**config.mk**
```make
export PLATFORM = sky130hd
export DESIGN_NAME = modn_sync_counter_flat
export DESIGN_NICKNAME = d
export VERILOG_FILES = /design/src/rtl/modn_cnt_pkg.sv /design/src/rtl/modn_sync_counter_if.sv /design/src/rtl/modn_cnt_next.sv /design/src/rtl/modn_sync_counter.sv /design/src/flat_wrapper.sv
export SDC_FILE = /design/constraint.sdc
export NUM_CORES = 1
export LEC_CHECK = 0
export BUFFER_PORTS_ARGS = -buffer_cell sky130_fd_sc_hd__buf_2
export CAP_MARGIN = 20
export CORE_AREA = 2 2 39 41
export CTS_BUF_LIST = sky130_fd_sc_hd__clkbuf_16
export CTS_CLUSTER_SIZE = 25
export DETAILED_ROUTE_END_ITERATION = 10
export DIE_AREA = 0 0 41 43
export GPL_TIMING_DRIVEN = 0
export HOLD_SLACK_MARGIN = 0.05
export PLACE_DENSITY = 0.59
export SYNTH_ARGS = -nofsm -noshare
export SYNTH_HDL_FRONTEND = slang
export SYNTH_SLANG_ARGS = --single-unit
```
**constraint.sdc**
```tcl
create_clock -name clk -period 1.5 [get_ports clk]
set_input_delay 0.075 -clock clk [delete_from_list [all_inputs] [get_ports clk]]
set_output_delay 0.075 -clock clk [all_outputs]
set_load 0.1 [all_outputs]
```
**src/rtl/modn_cnt_pkg.sv**
```systemverilog
// Shared types, constants and helpers for the modulo-N synchronous counter.
// Latency: n/a (package). Backpressure: n/a.
// Contents: direction constants, operation enum, width/Gray helpers, parameter-legality macro.

`ifndef MODN_CNT_PKG_SV
`define MODN_CNT_PKG_SV

// Elaboration-time legality checks for a counter instance. Expands to
// generate blocks, so it must be used at module item level.
`define MODN_CNT_CHECK_PARAMS(MOD, RV) \
    if ((MOD) < 2) begin : g_bad_modulus \
        $error("modn counter: MODULUS must be >= 2"); \
    end \
    if (((RV) < 0) || ((RV) >= (MOD))) begin : g_bad_reset_val \
        $error("modn counter: RESET_VAL must be in 0..MODULUS-1"); \
    end

package modn_cnt_pkg;

    // Direction encoding on up_dn.
    localparam logic CNT_UP = 1'b1;
    localparam logic CNT_DN = 1'b0;

    // Operation selected on a given edge after clr > load > en priority.
    typedef enum logic [1:0] {
        OP_HOLD = 2'd0,
        OP_CLR  = 2'd1,
        OP_LOAD = 2'd2,
        OP_STEP = 2'd3
    } cnt_op_e;

    // Width of count/load bus; never below one bit.
    function automatic int cnt_width(input int modulus);
        return (modulus <= 2) ? 1 : $clog2(modulus);
    endfunction

    // Binary to reflected Gray code. Callers truncate to their own width.
    function automatic logic [31:0] bin2gray(input logic [31:0] bin);
        return bin ^ (bin >> 1);
    endfunction

endpackage

`endif

```
**src/rtl/modn_sync_counter_if.sv**
```systemverilog
// Control/status bundle of one modulo-N counter.
// Latency: n/a (wiring only). Backpressure: none; the counter accepts an operation every cycle.
// master drives en/up_dn/clr/load/load_val; slave (the counter) drives count/tc/wrap/load_err
// and, when MODN_CNT_GRAY_EN is defined, count_gray.

interface modn_sync_counter_if #(
    parameter int MODULUS = 5
) ();

    localparam int WIDTH = modn_cnt_pkg::cnt_width(MODULUS);

    logic             en;
    logic             up_dn;
    logic             clr;
    logic             load;
    logic [WIDTH-1:0] load_val;
    logic [WIDTH-1:0] count;
    logic             tc;
    logic             wrap;
    logic             load_err;
`ifdef MODN_CNT_GRAY_EN
    logic [WIDTH-1:0] count_gray;
`endif

    modport master (
        output en,
        output up_dn,
        output clr,
        output load,
        output load_val,
        input  count,
        input  tc,
        input  wrap,
`ifdef MODN_CNT_GRAY_EN
        input  count_gray,
`endif
        input  load_err
    );

    modport slave (
        input  en,
        input  up_dn,
        input  clr,
        input  load,
        input  load_val,
        output count,
        output tc,
        output wrap,
`ifdef MODN_CNT_GRAY_EN
        output count_gray,
`endif
        output load_err
    );

endinterface

```
**src/rtl/modn_cnt_next.sv**
```systemverilog
// Combinational step/load evaluation for the modulo-N counter (no priority, no state).
// Latency: zero (pure combinational). Backpressure: none.
// Ports: count/up_dn/load_val in; step_count, step_wrap, load_bad out.

module modn_cnt_next
    import modn_cnt_pkg::*;
#(
    parameter int MODULUS = 5,
    parameter int WIDTH   = cnt_width(MODULUS)
) (
    input  logic [WIDTH-1:0] count,
    input  logic             up_dn,
    input  logic [WIDTH-1:0] load_val,
    output logic [WIDTH-1:0] step_count,
    output logic             step_wrap,
    output logic             load_bad
);

    // One extra bit so that MODULUS itself is representable; this matters
    // for power-of-two moduli where MODULUS does not fit in WIDTH bits.
    localparam logic [WIDTH:0] MOD_EXT = (WIDTH+1)'(MODULUS);
    localparam logic [WIDTH:0] MAX_EXT = (WIDTH+1)'(MODULUS - 1);

    logic [WIDTH:0] cnt_ext;
    logic [WIDTH:0] lv_ext;
    logic [WIDTH:0] step_ext;
    logic           at_top;
    logic           at_bot;

    assign cnt_ext = {1'b0, count};
    assign lv_ext  = {1'b0, load_val};
    assign at_top  = (cnt_ext == MAX_EXT);
    assign at_bot  = (cnt_ext == '0);

    always_comb begin
        step_ext  = cnt_ext;
        step_wrap = 1'b0;
        if (up_dn == CNT_UP) begin
            step_ext  = at_top ? '0 : cnt_ext + 1'b1;
            step_wrap = at_top;
        end else begin
            step_ext  = at_bot ? MAX_EXT : cnt_ext - 1'b1;
            step_wrap = at_bot;
        end
    end

    // step_ext never exceeds MAX_EXT, so the top bit is always zero here.
    assign step_count = step_ext[WIDTH-1:0];
    assign load_bad   = (lv_ext >= MOD_EXT);

endmodule

```
**src/rtl/modn_sync_counter.sv**
```systemverilog
// Parametrised modulo-N up/down counter with enable, sync clear/load, terminal-count carry.
// Latency: count/wrap/load_err update one clk edge after the operation is presented; tc is combinational.
// Backpressure: none; one operation (clr > load > en) is taken every cycle.
// Ports: clk, rst_n (async active-low), bus (modn_sync_counter_if.slave).
// Optional: MODN_CNT_GRAY_EN adds bus.count_gray, registered Gray code of count.

module modn_sync_counter
    import modn_cnt_pkg::*;
#(
    parameter int MODULUS   = 5,
    parameter int RESET_VAL = 0
) (
    input  logic               clk,
    input  logic               rst_n,
    modn_sync_counter_if.slave bus
);

    localparam int WIDTH = cnt_width(MODULUS);

    `MODN_CNT_CHECK_PARAMS(MODULUS, RESET_VAL)

    localparam logic [WIDTH-1:0] RST_CNT = WIDTH'(RESET_VAL);
    localparam logic [WIDTH-1:0] TOP_CNT = WIDTH'(MODULUS - 1);

    cnt_op_e          op;
    logic [WIDTH-1:0] cnt_q;
    logic [WIDTH-1:0] cnt_d;
    logic             wrap_q;
    logic             wrap_d;
    logic             lerr_q;
    logic             lerr_d;
    logic [WIDTH-1:0] step_count;
    logic             step_wrap;
    logic             load_bad;
    logic [WIDTH-1:0] terminal;

    modn_cnt_next #(
        .MODULUS (MODULUS),
        .WIDTH   (WIDTH)
    ) u_next (
        .count      (cnt_q),
        .up_dn      (bus.up_dn),
        .load_val   (bus.load_val),
        .step_count (step_count),
        .step_wrap  (step_wrap),
        .load_bad   (load_bad)
    );

    // Priority resolution: clr beats load, load beats en.
    always_comb begin
        op = OP_HOLD;
        if (bus.clr) begin
            op = OP_CLR;
        end else if (bus.load) begin
            op = OP_LOAD;
        end else if (bus.en) begin
            op = OP_STEP;
        end
    end

    // Pulses default low so that any cycle which does not wrap or reject a
    // load clears them; that is what makes them single-cycle.
    always_comb begin
        cnt_d  = cnt_q;
        wrap_d = 1'b0;
        lerr_d = 1'b0;
        unique case (op)
            OP_CLR: begin
                cnt_d = RST_CNT;
            end
            OP_LOAD: begin
                if (load_bad) begin
                    lerr_d = 1'b1;
                end else begin
                    cnt_d = bus.load_val;
                end
            end
            OP_STEP: begin
                cnt_d  = step_count;
                wrap_d = step_wrap;
            end
            default: begin
                cnt_d = cnt_q;
            end
        endcase
    end

    always_ff @(posedge clk or negedge rst_n) begin
        if (!rst_n) begin
            cnt_q  <= RST_CNT;
            wrap_q <= 1'b0;
            lerr_q <= 1'b0;
        end else begin
            cnt_q  <= cnt_d;
            wrap_q <= wrap_d;
            lerr_q <= lerr_d;
        end
    end

    // tc deliberately ignores clr/load: a downstream stage uses it as its
    // enable and only cares whether this stage is about to roll over.
    assign terminal     = (bus.up_dn == CNT_DN) ? '0 : TOP_CNT;
    assign bus.tc       = bus.en & (cnt_q == terminal);
    assign bus.count    = cnt_q;
    assign bus.wrap     = wrap_q;
    assign bus.load_err = lerr_q;

`ifdef MODN_CNT_GRAY_EN
    // Encoded from cnt_d so the Gray value lands on the same edge as count.
    // Non-power-of-two moduli wrap with a multi-bit Gray change.
    localparam logic [WIDTH-1:0] RST_GRAY = WIDTH'(bin2gray(32'(RESET_VAL)));

    logic [WIDTH-1:0] gray_q;

    always_ff @(posedge clk or negedge rst_n) begin
        if (!rst_n) begin
            gray_q <= RST_GRAY;
        end else begin
            gray_q <= WIDTH'(bin2gray(32'(cnt_d)));
        end
    end

    assign bus.count_gray = gray_q;
`endif

endmodule

```
**src/flat_wrapper.sv**
```systemverilog
// flat-port wrapper written by rule: the top's interface ports become plain ports
module modn_sync_counter_flat import modn_cnt_pkg::*;
#(
    parameter int MODULUS   = 5,
    parameter int RESET_VAL = 0
)
  (clk, rst_n, bus_en, bus_up_dn, bus_clr, bus_load, bus_load_val, bus_count, bus_tc, bus_wrap, bus_load_err);
  modn_sync_counter_if #(.MODULUS(MODULUS)) bus_i ();
  input  logic clk;
  input  logic rst_n;
  input wire logic [$bits(bus_i.en)-1:0] bus_en;
  input wire logic [$bits(bus_i.up_dn)-1:0] bus_up_dn;
  input wire logic [$bits(bus_i.clr)-1:0] bus_clr;
  input wire logic [$bits(bus_i.load)-1:0] bus_load;
  input wire logic [$bits(bus_i.load_val)-1:0] bus_load_val;
  output wire logic [$bits(bus_i.count)-1:0] bus_count;
  output wire logic [$bits(bus_i.tc)-1:0] bus_tc;
  output wire logic [$bits(bus_i.wrap)-1:0] bus_wrap;
  output wire logic [$bits(bus_i.load_err)-1:0] bus_load_err;
  assign bus_i.en = bus_en;
  assign bus_i.up_dn = bus_up_dn;
  assign bus_i.clr = bus_clr;
  assign bus_i.load = bus_load;
  assign bus_i.load_val = bus_load_val;
  assign bus_count = bus_i.count;
  assign bus_tc = bus_i.tc;
  assign bus_wrap = bus_i.wrap;
  assign bus_load_err = bus_i.load_err;
  modn_sync_counter #(.MODULUS(MODULUS), .RESET_VAL(RESET_VAL)) u_core (.clk(clk), .rst_n(rst_n), .bus(bus_i));
endmodule
```
==> metrics.md, run 1 <==
| Metric | Value |
|---|---|
| Post-Synth Simple-Gate Area | `0.232` |
| Final Hold Viols | `0` |
| Max rail drop VDD | `1.38 mV` |
| WS Path Type | `reg2reg` |
| Synth warn | `0` |
| FF-to-FF Start | `u_core.bus.count[0]` |
| Share of layout cells above drive strength 1 | `0.603` |
| Final worst slack | `-0.194 ns` |
| Largest net degree at the start of global routing | `9` |
| Wire per inst | `11.1 um` |
| IO Count | `15` |
| Gate power share | `0.290` |
| Initial antenna violation count | `0` |
| Detailed-route DRC error count | `0` |
| Compound-Gate Fraction of Synth Area | `0.225` |
| Worst slew pin tran | `0.484 ns` |
| Max clock buf depth | `2` |
| Area grow syn2layout | `70.5%` |
| Status | `finished, violations left` |
| Starting density of the core | `0.258` |
| Seq/Total Area, Yosys | `0.351` |
| Vias in the first global route | `348` |
| Combinational family with the most area after synthesis | `simple AND/OR/NAND/NOR gates` |
| Final setup vio count | `2` |
| Max-slew violations | `0` |
| Cell Rows | `14` |
| RSZ-0062 raised after global routing | `true` |
| Worst-path clk slew | `0.03 ns` |
| Antenna diodes | `0` |
| DRT Pass-1 Iters | `2` |
| Worst slew margin | `0.679` |
| Final #Nets | `71` |
| Crit. Startpoint | `u_core.bus.count[0]` |
| #FFs+latches synth | `5` |
| Post-Syn Area | `357 sq um` |
| GRT overflow | `0` |
| Distinct cells, synth | `21` |
| Max Cap Viol | `0` |
| GPL Wtd Cong | `0.808` |
| Clock skew | `around 0.0013 ns` |
| Overall die width | `41 um` |
| Final Instance Area | `608 sq um` |
| Power Dens Cells | `around 1400 nW/um^2` |
| Total Power | `about 0.00082 W` |
| Via count | `360` |
| Die Y | `between 40 and 50 um` |
| HP Start | `bus_load_val[2]` |
| Multiplexer share of the synthesized area | `0.0316` |
| Cell Int Power | `0.000574 W` |
| Fill cells | `138` |
| CP Launch Type | `flip-flop` |
| Sw Pwr | `0.000250 W` |
| Final Cycle Share | `1.13` |
| Dpl cell area | `465 sq um` |
| XOR/XNOR share of the synthesized area | `0.0246` |
| PortBufs | `14` |
| Most common cell after layout, fill and taps aside | `buf_2` |
| First-pass GRT wire length | `1350 um` |
| Worst path arrival time | `between 1.5 and 2 ns` |
| CTS tree | `done` |
| Commonest cells after routing, fill and taps aside | `buf_2 (13), nor2_1 (4), a21oi_1 (4)` |
| Leakage | `roughly 0.28 nW` |
| Fmax | `590 MHz` |
| Final min period | `1.69 ns` |
| Clk sinks | `5` |
| DP HPWL | `about 600 um` |
| Iteration-0 DRC Markers | `1` |
| Vias/cell | `4.86` |
| Failing checks | `negative setup slack` |
| Final setup TNS | `-0.298 ns` |
| Post-synthesis adder-cell area fraction | `0.105` |
| Syn nets | `50` |
| Die area | `1760 sq um` |
| Pre-CTS WS | `-0.189 ns` |
| Drt total wl | `819 um` |
| Hold crit path type | `in2reg` |
| Sw Ratio | `0.303` |
| Core ar. | `1380 sq um` |
| Antenna-violating nets left | `0` |
| Critical path endpoint category | `flip-flop` |
| Clock latency on the worst-skew pair | `~0.22 ns` |
| Cts bufs inserted | `3` |
| GRT Util Overall | `0.115` |
| Hold Path Depth | `3` |
| Mapped Cells | `38` |
| Worst reg2reg path depth | `6` |
| Synthesized area per cell | `9.38 sq um` |
| CP Max Fanout | `3` |
| H-tree depth | `1` |
| Clk pwr share | `0.512` |
| Sequential share of power | `0.198` |
| Root buffer cell | `clkbuf_16` |
| Required @ worst endpoint | `1.60 ns` |
-- Yosys cell counts --
| master | n | area [sq um] |
|---|---|---|
| nand2_1 | 2 | 7.51 |
| a221oi_1 | 2 | 17.5 |
| a21oi_1 | 4 | 20.0 |
| a211o_1 | 1 | 8.76 |
| a21oi_2 | 1 | 8.76 |
| nor4bb_1 | 1 | 10.0 |
| o21ai_1 | 1 | 5.00 |
| xnor2_1 | 1 | 8.76 |
| or2_2 | 1 | 6.26 |
| o211ai_1 | 1 | 7.51 |
| nor2b_1 | 2 | 12.5 |
| inv_1 | 3 | 11.3 |
| dfrtp_1 | 5 | 125 |
| and3b_2 | 1 | 10.0 |
| nor2_1 | 4 | 15.0 |
| mux2_2 | 1 | 11.3 |
| and3_1 | 1 | 6.26 |
| a211oi_2 | 1 | 12.5 |
| ha_1 | 3 | 37.5 |
| or3_1 | 1 | 6.26 |
| or3b_2 | 1 | 8.76 |
-- critical path, cell delays in order, from the launching register on --
cell and delay, ns:
dfrtp_4 0.49, buf_4 0.15, ha_2 0.18, and3b_2 0.21
a211oi_2 0.22, o21ai_1 0.07, mux2_2 0.25
-- routing by layer --
| layer | vias to the layer above | share of wire | GRT usage |
|---|---|---|---|
| met2 | 12 | 0.48 | 0.175 |
| li1 | 181 | - | - |
| met4 | 0 | 0 | 0.0200 |
| met3 | 0 | 0.071 | 0.0628 |
| met5 | - | 0 | 0 |
| met1 | 167 | 0.45 | 0.141 |
-- per-stage QoR --
| stage | cells | util | hold WS, ns |
|---|---|---|---|
| after floorplan | 38 | - | -0.221 |
| after global placement | 68 | 0.336 | -0.110 |
| after detailed placement | 68 | 0.336 | -0.109 |
| after CTS | 73 | 0.412 | 0.102 |
| after global routing | 74 | 0.439 | 0.117 |
| final | 74 | 0.439 | 0.101 |
-- power groups by stage --
| stage | Combinational, W | Clock [W] | Sequential (W) |
|---|---|---|---|
| 2_1_floorplan | 0.0000886 | 0 | 0.000238 |
| 3_3_place_gp | 0.000205 | 0 | 0.000164 |
| 3_5_place_dp | 0.000206 | 0 | 0.000164 |
| 4_1_cts | 0.000217 | 0.000428 | 0.000162 |
| 5_1_grt | 0.000258 | 0.000442 | 0.000165 |
| 6_report | 0.000239 | 0.000421 | 0.000163 |
-- registers in the layout, indices dropped and copies added (netlist names) --
name	cells
u_core.bus.load_err	1
u_core.bus.wrap	1
u_core.bus.count	3
-- worst paths after layout --
check                                       to  slack, ns
max in group asynchronous  u_core.bus.count[0]       1.15
min in group asynchronous      u_core.bus.wrap       0.21
setup / recovery           u_core.bus.count[2]      -0.19
setup reg to reg           u_core.bus.count[2]      -0.19
hold / removal             u_core.bus.load_err       0.10
hold reg to reg            u_core.bus.count[2]       0.63
-- cells by family (layout without fill, tap and decap cells) --
family,count (synthesis),count (layout)
buffers and inverters,3,23
adder cells (fa/ha/maj),3,3
AO/OA/AOI/OAI,11,11
multiplexers,1,1
XOR/XNOR,1,1
AND/OR/NAND/NOR,14,14
flip-flops,5,5
-- timing repair --
action / in CTS / in global routing
hold buffers: 1 / 0
gates cloned: 0 / 0
hold endpoints to repair: 5 / 0
setup buffers: 0 / 1
setup endpoints to repair: 3 / 3
gates resized for setup: 4 / 5
pin swaps: 0 / 2
-- area by class of cell --
class                   instances  area, sq um  share of cell area
multi-input cells              30          264               0.434
flip-flops and latches          5          134               0.220
repair buffers                 16         97.6               0.160
clock buffers                   3         75.1               0.123
well taps                      16         20.0              0.0329
inverters                       3         13.8              0.0226
clock inverters                 1         3.75             0.00617
Note: power is estimated with default switching activity, not from simulation.
==> inputs of run 2 (changes only) <==
RECOVER_POWER = 50   (was not set)
==> run 2 against run 1 <==
  * The flow still finishes with violations (negative setup slack)
  * Global-route usage unchanged
  * Clock skew unchanged
  * Count of clock-buffer cells in the layout unchanged
  * Non-clock buffer count unchanged
  * Via count unchanged
  * Worst hold slack unchanged
  * Critical path type unchanged
  * Routed wire length increased by 0.12%
  * Power about the same
==> metrics.md, run 2 (same netlist as run 1, synthesis figures left out) <==
| Metric | Value |
|---|---|
| Antenna-violating nets left | `0` |
| Worst path arrival time | `between 1.5 and 2 ns` |
| Hold crit path type | `in2reg` |
| R2r setup slk | `-0.19 ns` |
| Detailed-route DRC error count | `0` |
| Max rail drop VDD | `1.38 mV` |
| Power Dens Cells | `roughly 1400 nW/um^2` |
| Max clock buf depth | `2` |
| Area grow syn2layout | `69.8%` |
| CP Max Fanout | `3` |
| Most common cell after layout, fill and taps aside | `buf_2` |
| Worst path slowest cell | `dfrtp_4` |
| FF-to-FF Start | `u_core.bus.count[0]` |
| Max Cap Viol | `0` |
| Fmax | `590 MHz` |
| FF+latch area | `about 130 sq um` |
| CTS tree | `done` |
| DRT Pass-1 Iters | `2` |
| WS Path Type | `reg2reg` |
| Core ar. | `~1400 sq um` |
| Drt total wl | `820 um` |
| Status | `finished, violations left` |
| H-tree depth | `1` |
| Wire per inst | `11.1 um` |
| Fill cells | `140` |
| GRT overflow | `0` |
| DP HPWL | `593 um` |
| Final Instance Area | `606 sq um` |
| Max-slew violations | `0` |
| DR WL met3 | `59 um` |
| Via count | `360` |
| Max reg flops | `3` |
| Leakage | `0.273 nW` |
| Worst-path clk slew | `0.03 ns` |
| Final setup vio count | `2` |
| Worst slew margin | `0.644` |
| Final Cycle Share | `1.13` |
| CP max stage delay | `a little under 0.5 ns` |
| Crit path capture | `u_core.bus.count[2]` |
| GPL Wtd Cong | `0.808` |
| Root buffer cell | `clkbuf_16` |
| Initial antenna violation count | `0` |
| Worst reg2reg path depth | `6` |
| Die Y | `43 um` |
| # placed instances | `68` |
| Commonest cells after routing, fill and taps aside | `buf_2 (10), nor2_1 (4), a21oi_1 (4)` |
| WL met2 | `slightly below 400 um` |
| Final min period | `1.69 ns` |
| Worst slew pin tran | `0.536 ns` |
| GRT Util Overall | `0.115` |
| Clock skew | `0.00126 ns` |
| Failing checks | `negative setup slack` |
| Iteration-0 DRC Markers | `1` |
| Worst R2R End | `u_core.bus.count[2]` |
| Clock latency on the worst-skew pair | `0.22 ns` |
| PortBufs | `14` |
| IO Count | `15` |
| Crit. Startpoint | `u_core.bus.count[0]` |
| Required @ worst endpoint | `1.60 ns` |
| First-pass GRT wire length | `~1300 um` |
| Final Non-Filler Cells | `between 70 and 80` |
| CP Launch Type | `flip-flop` |
| Vias in the first global route | `roughly 350` |
| Vias/cell | `4.86` |
| Clk sinks | `5` |
| Antenna diodes | `0` |
| CP Cell Sequence | `buf_4 -> ha_2 -> and3b_2 -> a211oi_2 -> o21ai_1 -> mux2_2` |
| RSZ-0062 raised after global routing | `true` |
| Critical path endpoint category | `flip-flop` |
| Dpl cell area | `465 sq um` |
| Top layer in use | `met3` |
| Final worst slack | `-0.194 ns` |
| Die area | `1760 sq um` |
| Final #Nets | `71` |
| Overall die width | `between 40 and 50 um` |
| Final Hold Viols | `0` |
| Cts bufs inserted | `3` |
| Starting density of the core | `0.258` |
| HP Start | `bus_load_val[2]` |
| Multi-input logic area | `264 sq um` |
| Routed met1 length | `about 370 um` |
| Share of layout cells above drive strength 1 | `0.569` |
| Cell Rows | `14` |
| Largest net degree at the start of global routing | `9` |
## run 2: cell count changes in the layout (fill, tap and decap cells not counted)
cell      delta
buf_2        -3
clkbuf_1     +2
clkbuf_2     +1
## run 2: cell type report
| class | count | area share |
|---|---|---|
| repair buffers | 16 | 0.157 |
| clock inverters | 1 | 0.00620 |
| flip-flops and latches | 5 | 0.221 |
| multi-input cells | 30 | 0.436 |
| well taps | 16 | 0.0331 |
| inverters | 3 | 0.0227 |
| clock buffers | 3 | 0.124 |
## run 2: what timing repair did
item | 4_1_cts | 5_1_grt
setup endpoints to repair | 3 | 3
endpoints found under the hold margin | 5 | 0
resized for setup | 4 | 5
hold buffers | 1 | 0
pin swaps | 0 | 2
setup buffers | 0 | 1
## run 2: power by group
group / internal (W) / switching (W) / total, W / leakage, nW
clock: 0.000344 / 0.0000771 / 0.000421 / 0.0423
sequential: 0.000150 / 0.0000127 / 0.000163 / 0.0619
combinational: 0.0000782 / 0.000160 / 0.000238 / 0.169
## run 2: how the worst min path moves through the flow
stage | endpoint | slack, ns | cells after the start
2_1_floorplan | u_core.bus.count[2] | -0.22 | 0
6_report | u_core.bus.load_err | 0.10 | 3
3_3_place_gp | u_core.bus.load_err | -0.11 | 1
3_5_place_dp | u_core.bus.load_err | -0.11 | 1
5_1_grt | u_core.bus.load_err | 0.12 | 3
4_1_cts | u_core.bus.load_err | 0.10 | 3
## run 2: per-layer routing
metal	vias up	GRT usage
li1	181	-
met1	167	0.141
met2	12	0.175
met3	0	0.0628
met4	0	0.0200
met5	-	0
## run 2: worst max-delay path: cells and delay by family, from the launching register on
| family | cells | cell delay [ns] |
|---|---|---|
| adder cells (fa/ha/maj) | 1 | 0.18 |
| buffers and inverters | 1 | 0.15 |
| AO/OA/AOI/OAI | 2 | 0.29 |
| AND/OR/NAND/NOR | 1 | 0.21 |
| flip-flops | 1 | 0.49 |
| multiplexers | 1 | 0.25 |
## run 2: per-stage QoR
| stage | total power, W | setup slack, ns | hold WS, ns | utilization | TNS, ns |
|---|---|---|---|---|---|
| final | 0.000822 | -0.194 | 0.101 | 0.438 | -0.298 |
| after global routing | 0.000864 | -0.248 | 0.117 | 0.438 | -0.421 |
| after CTS | 0.000808 | -0.194 | 0.102 | 0.412 | -0.231 |
| after detailed placement | 0.000370 | -0.189 | -0.109 | 0.336 | -0.269 |
| after global placement | 0.000370 | -0.186 | -0.110 | 0.336 | -0.251 |
| after floorplan | 0.000326 | -0.353 | -0.221 | - | -0.512 |
==> inputs of run 3 (changes only) <==
==> constraint.sdc (replaced) <==
create_clock -name clk -period 1.5 [get_ports clk]
set_input_delay 0.075 -clock clk [delete_from_list [all_inputs] [get_ports clk]]
set_output_delay 0.075 -clock clk [all_outputs]
set_load 0.01 [all_outputs]
==> run 3 against run 2 <==
  * The flow still finishes with violations (negative setup slack)
  * Sequential share of layout area decreased by 0.79 points
  * Routed wire length increased by 7.3%
  * Cell area decreased by 3.1%
  * Highest routed layer unchanged
  * Clock power increased by 2%
  * Clock skew increased by 0.0033 ns
  * Combinational power decreased by 36%
  * Flip-flop and latch count unchanged
  * Worst setup slack improved by 0.088 ns
  * Largest cell class unchanged
  * Maximum frequency increased by 5.5%
==> metrics.md, run 3 (same netlist as run 1, synthesis figures left out) <==
| Metric | Value |
|---|---|
| Final Hold Viols | `0` |
| Commonest cells after routing, fill and taps aside | `buf_2 (11), buf_4 (5), dfrtp_1 (5)` |
| Clock latency on the worst-skew pair | `0.23 ns` |
| DP HPWL | `569 um` |
| Required @ worst endpoint | `1.61 ns` |
| Final Instance Area | `587 sq um` |
| Clock skew | `0.00452 ns` |
| Core ar. | `1380 sq um` |
| Critical path endpoint category | `flip-flop` |
| GRT overflow | `0` |
| CP Max Fanout | `3` |
| FF-to-FF Start | `u_core.bus.count[0]` |
| Final Cycle Share | `1.07` |
| Die Y | `43 um` |
| Final Non-Filler Cells | `78` |
| Max Cap Viol | `0` |
| CP Launch Type | `flip-flop` |
| Worst slew margin | `0.779` |
| Final worst slack | `-0.107 ns` |
| Top Family by Delay on Critical Path | `flip-flops` |
| Area grow syn2layout | `64.6%` |
| Hold crit path type | `in2reg` |
| WS Path Type | `reg2reg` |
| Vias in the first global route | `316` |
| Via count | `368` |
| Worst slew pin tran | `0.326 ns` |
| IO Count | `15` |
| Overall die width | `~41 um` |
| Final min period | `1.61 ns` |
| Starting density of the core | `0.258` |
| Final core utilization | `0.424` |
| Antenna-violating nets left | `0` |
| Final hold slack | `~0.12 ns` |
| Wire per inst | `11.3 um` |
| Cts bufs inserted | `3` |
| Max clock buf depth | `2` |
| CP max stage delay | `0.38 ns` |
| First-pass GRT wire length | `between 1000 and 1500 um` |
| HP Start | `bus_load_val[2]` |
| Vias/cell | `4.72` |
| Leakage | `0.291 nW` |
| # placed instances | `68` |
| Final #Nets | `75` |
| Worst-path clk slew | `approximately 0.040 ns` |
| Max-slew violations | `0` |
| Antenna diodes | `0` |
| Failing checks | `negative setup slack` |
| Most common cell after layout, fill and taps aside | `buf_2` |
| Final setup vio count | `2` |
| Root buffer cell | `clkbuf_16` |
| Cell Rows | `14` |
| Status | `finished, violations left` |
| PortBufs | `14` |
| Detailed-route DRC error count | `0` |
| Initial antenna violation count | `0` |
| Worst path arrival time | `1.72 ns` |
| Worst path slowest cell | `dfrtp_1` |
| GRT Util Overall | `0.116` |
| Max reg flops | `3` |
| Clk sinks | `5` |
| DRT Pass-1 Iters | `4` |
| Max rail drop VDD | `0.974 mV` |
| Buffers and inverters on the worst path | `1` |
| GPL Wtd Cong | `0.769` |
| Crit. Startpoint | `u_core.bus.count[0]` |
| CTS tree | `done` |
| Fmax | `622 MHz` |
| Die area | `1760 sq um` |
| RSZ-0062 raised after global routing | `true` |
| Largest net degree at the start of global routing | `9` |
| Iteration-0 DRC Markers | `6` |
| Share of layout cells above drive strength 1 | `0.468` |
| H-tree depth | `1` |
| Drt total wl | `around 880 um` |
| Dpl cell area | `447 sq um` |
| Power Dens Cells | `around 1300 nW/um^2` |
| CP Cell Sequence | `buf_4 -> ha_1 -> and3b_2 -> a211oi_2 -> o21ai_1 -> mux2_2` |
-- run 3: cell types whose count changed in the layout (fill, tap and decap cells not counted), sizes merged --
cell  before  now
buf       12   16
-- run 3: worst paths after layout --
check                                       to  slack (ns)  depth (start not counted)
hold reg to reg            u_core.bus.count[0]        0.59                          2
setup / recovery           u_core.bus.count[2]       -0.11                          6
min in group asynchronous  u_core.bus.count[2]        0.24                          2
setup reg to reg           u_core.bus.count[2]       -0.11                          6
hold / removal             u_core.bus.load_err        0.12                          3
max in group asynchronous  u_core.bus.load_err        1.04                          2
-- run 3: final cells by class --
| cell class | instances | area, sq um |
|---|---|---|
| well taps | 16 | 20.0 |
| repair buffers | 20 | 114 |
| clock inverters | 1 | 3.75 |
| inverters | 3 | 11.3 |
| multi-input cells | 30 | 238 |
| clock buffers | 3 | 75.1 |
| fillers | 140 | 797 |
| flip-flops and latches | 5 | 125 |
-- run 3: per-layer routing --
metal	up-vias	GRT usage	share of wire
li1	186	-	-
met1	171	0.147	0.46
met2	11	0.153	0.48
met3	0	0.0785	0.060
met4	0	0.0400	0
met5	-	0	0
-- run 3: worst min-delay path: stages --
cell and delay, ns:
buf_2 0.10, nand2_1 0.08, nor2_1 0.05
-- run 3: power by group --
| group | total [W] | switching, W | internal, W |
|---|---|---|---|
| combinational | 0.000152 | 0.0000727 | 0.0000792 |
| sequential | 0.000156 | 0.0000101 | 0.000146 |
| clock | 0.000430 | 0.0000853 | 0.000345 |
-- run 3: per-stage QoR --
step | setup TNS, ns | total power [W] | setup slack [ns]
floorplan | -0.153 | 0.000229 | -0.153
global placement | -0.258 | 0.000271 | -0.220
detailed placement | -0.244 | 0.000272 | -0.212
CTS | -0.214 | 0.000736 | -0.135
global route | -0.303 | 0.000778 | -0.181
finish | -0.196 | 0.000738 | -0.107
-- run 3: repair_timing --
item / 4_1_cts / 5_1_grt
hold endpoints to repair: 5 / 0
buffers inserted: 4 / 1
pin swaps: 3 / 1
endpoints found under the setup margin: 2 / 2
gates resized for setup: 3 / 1
hold buffers: 1 / 0
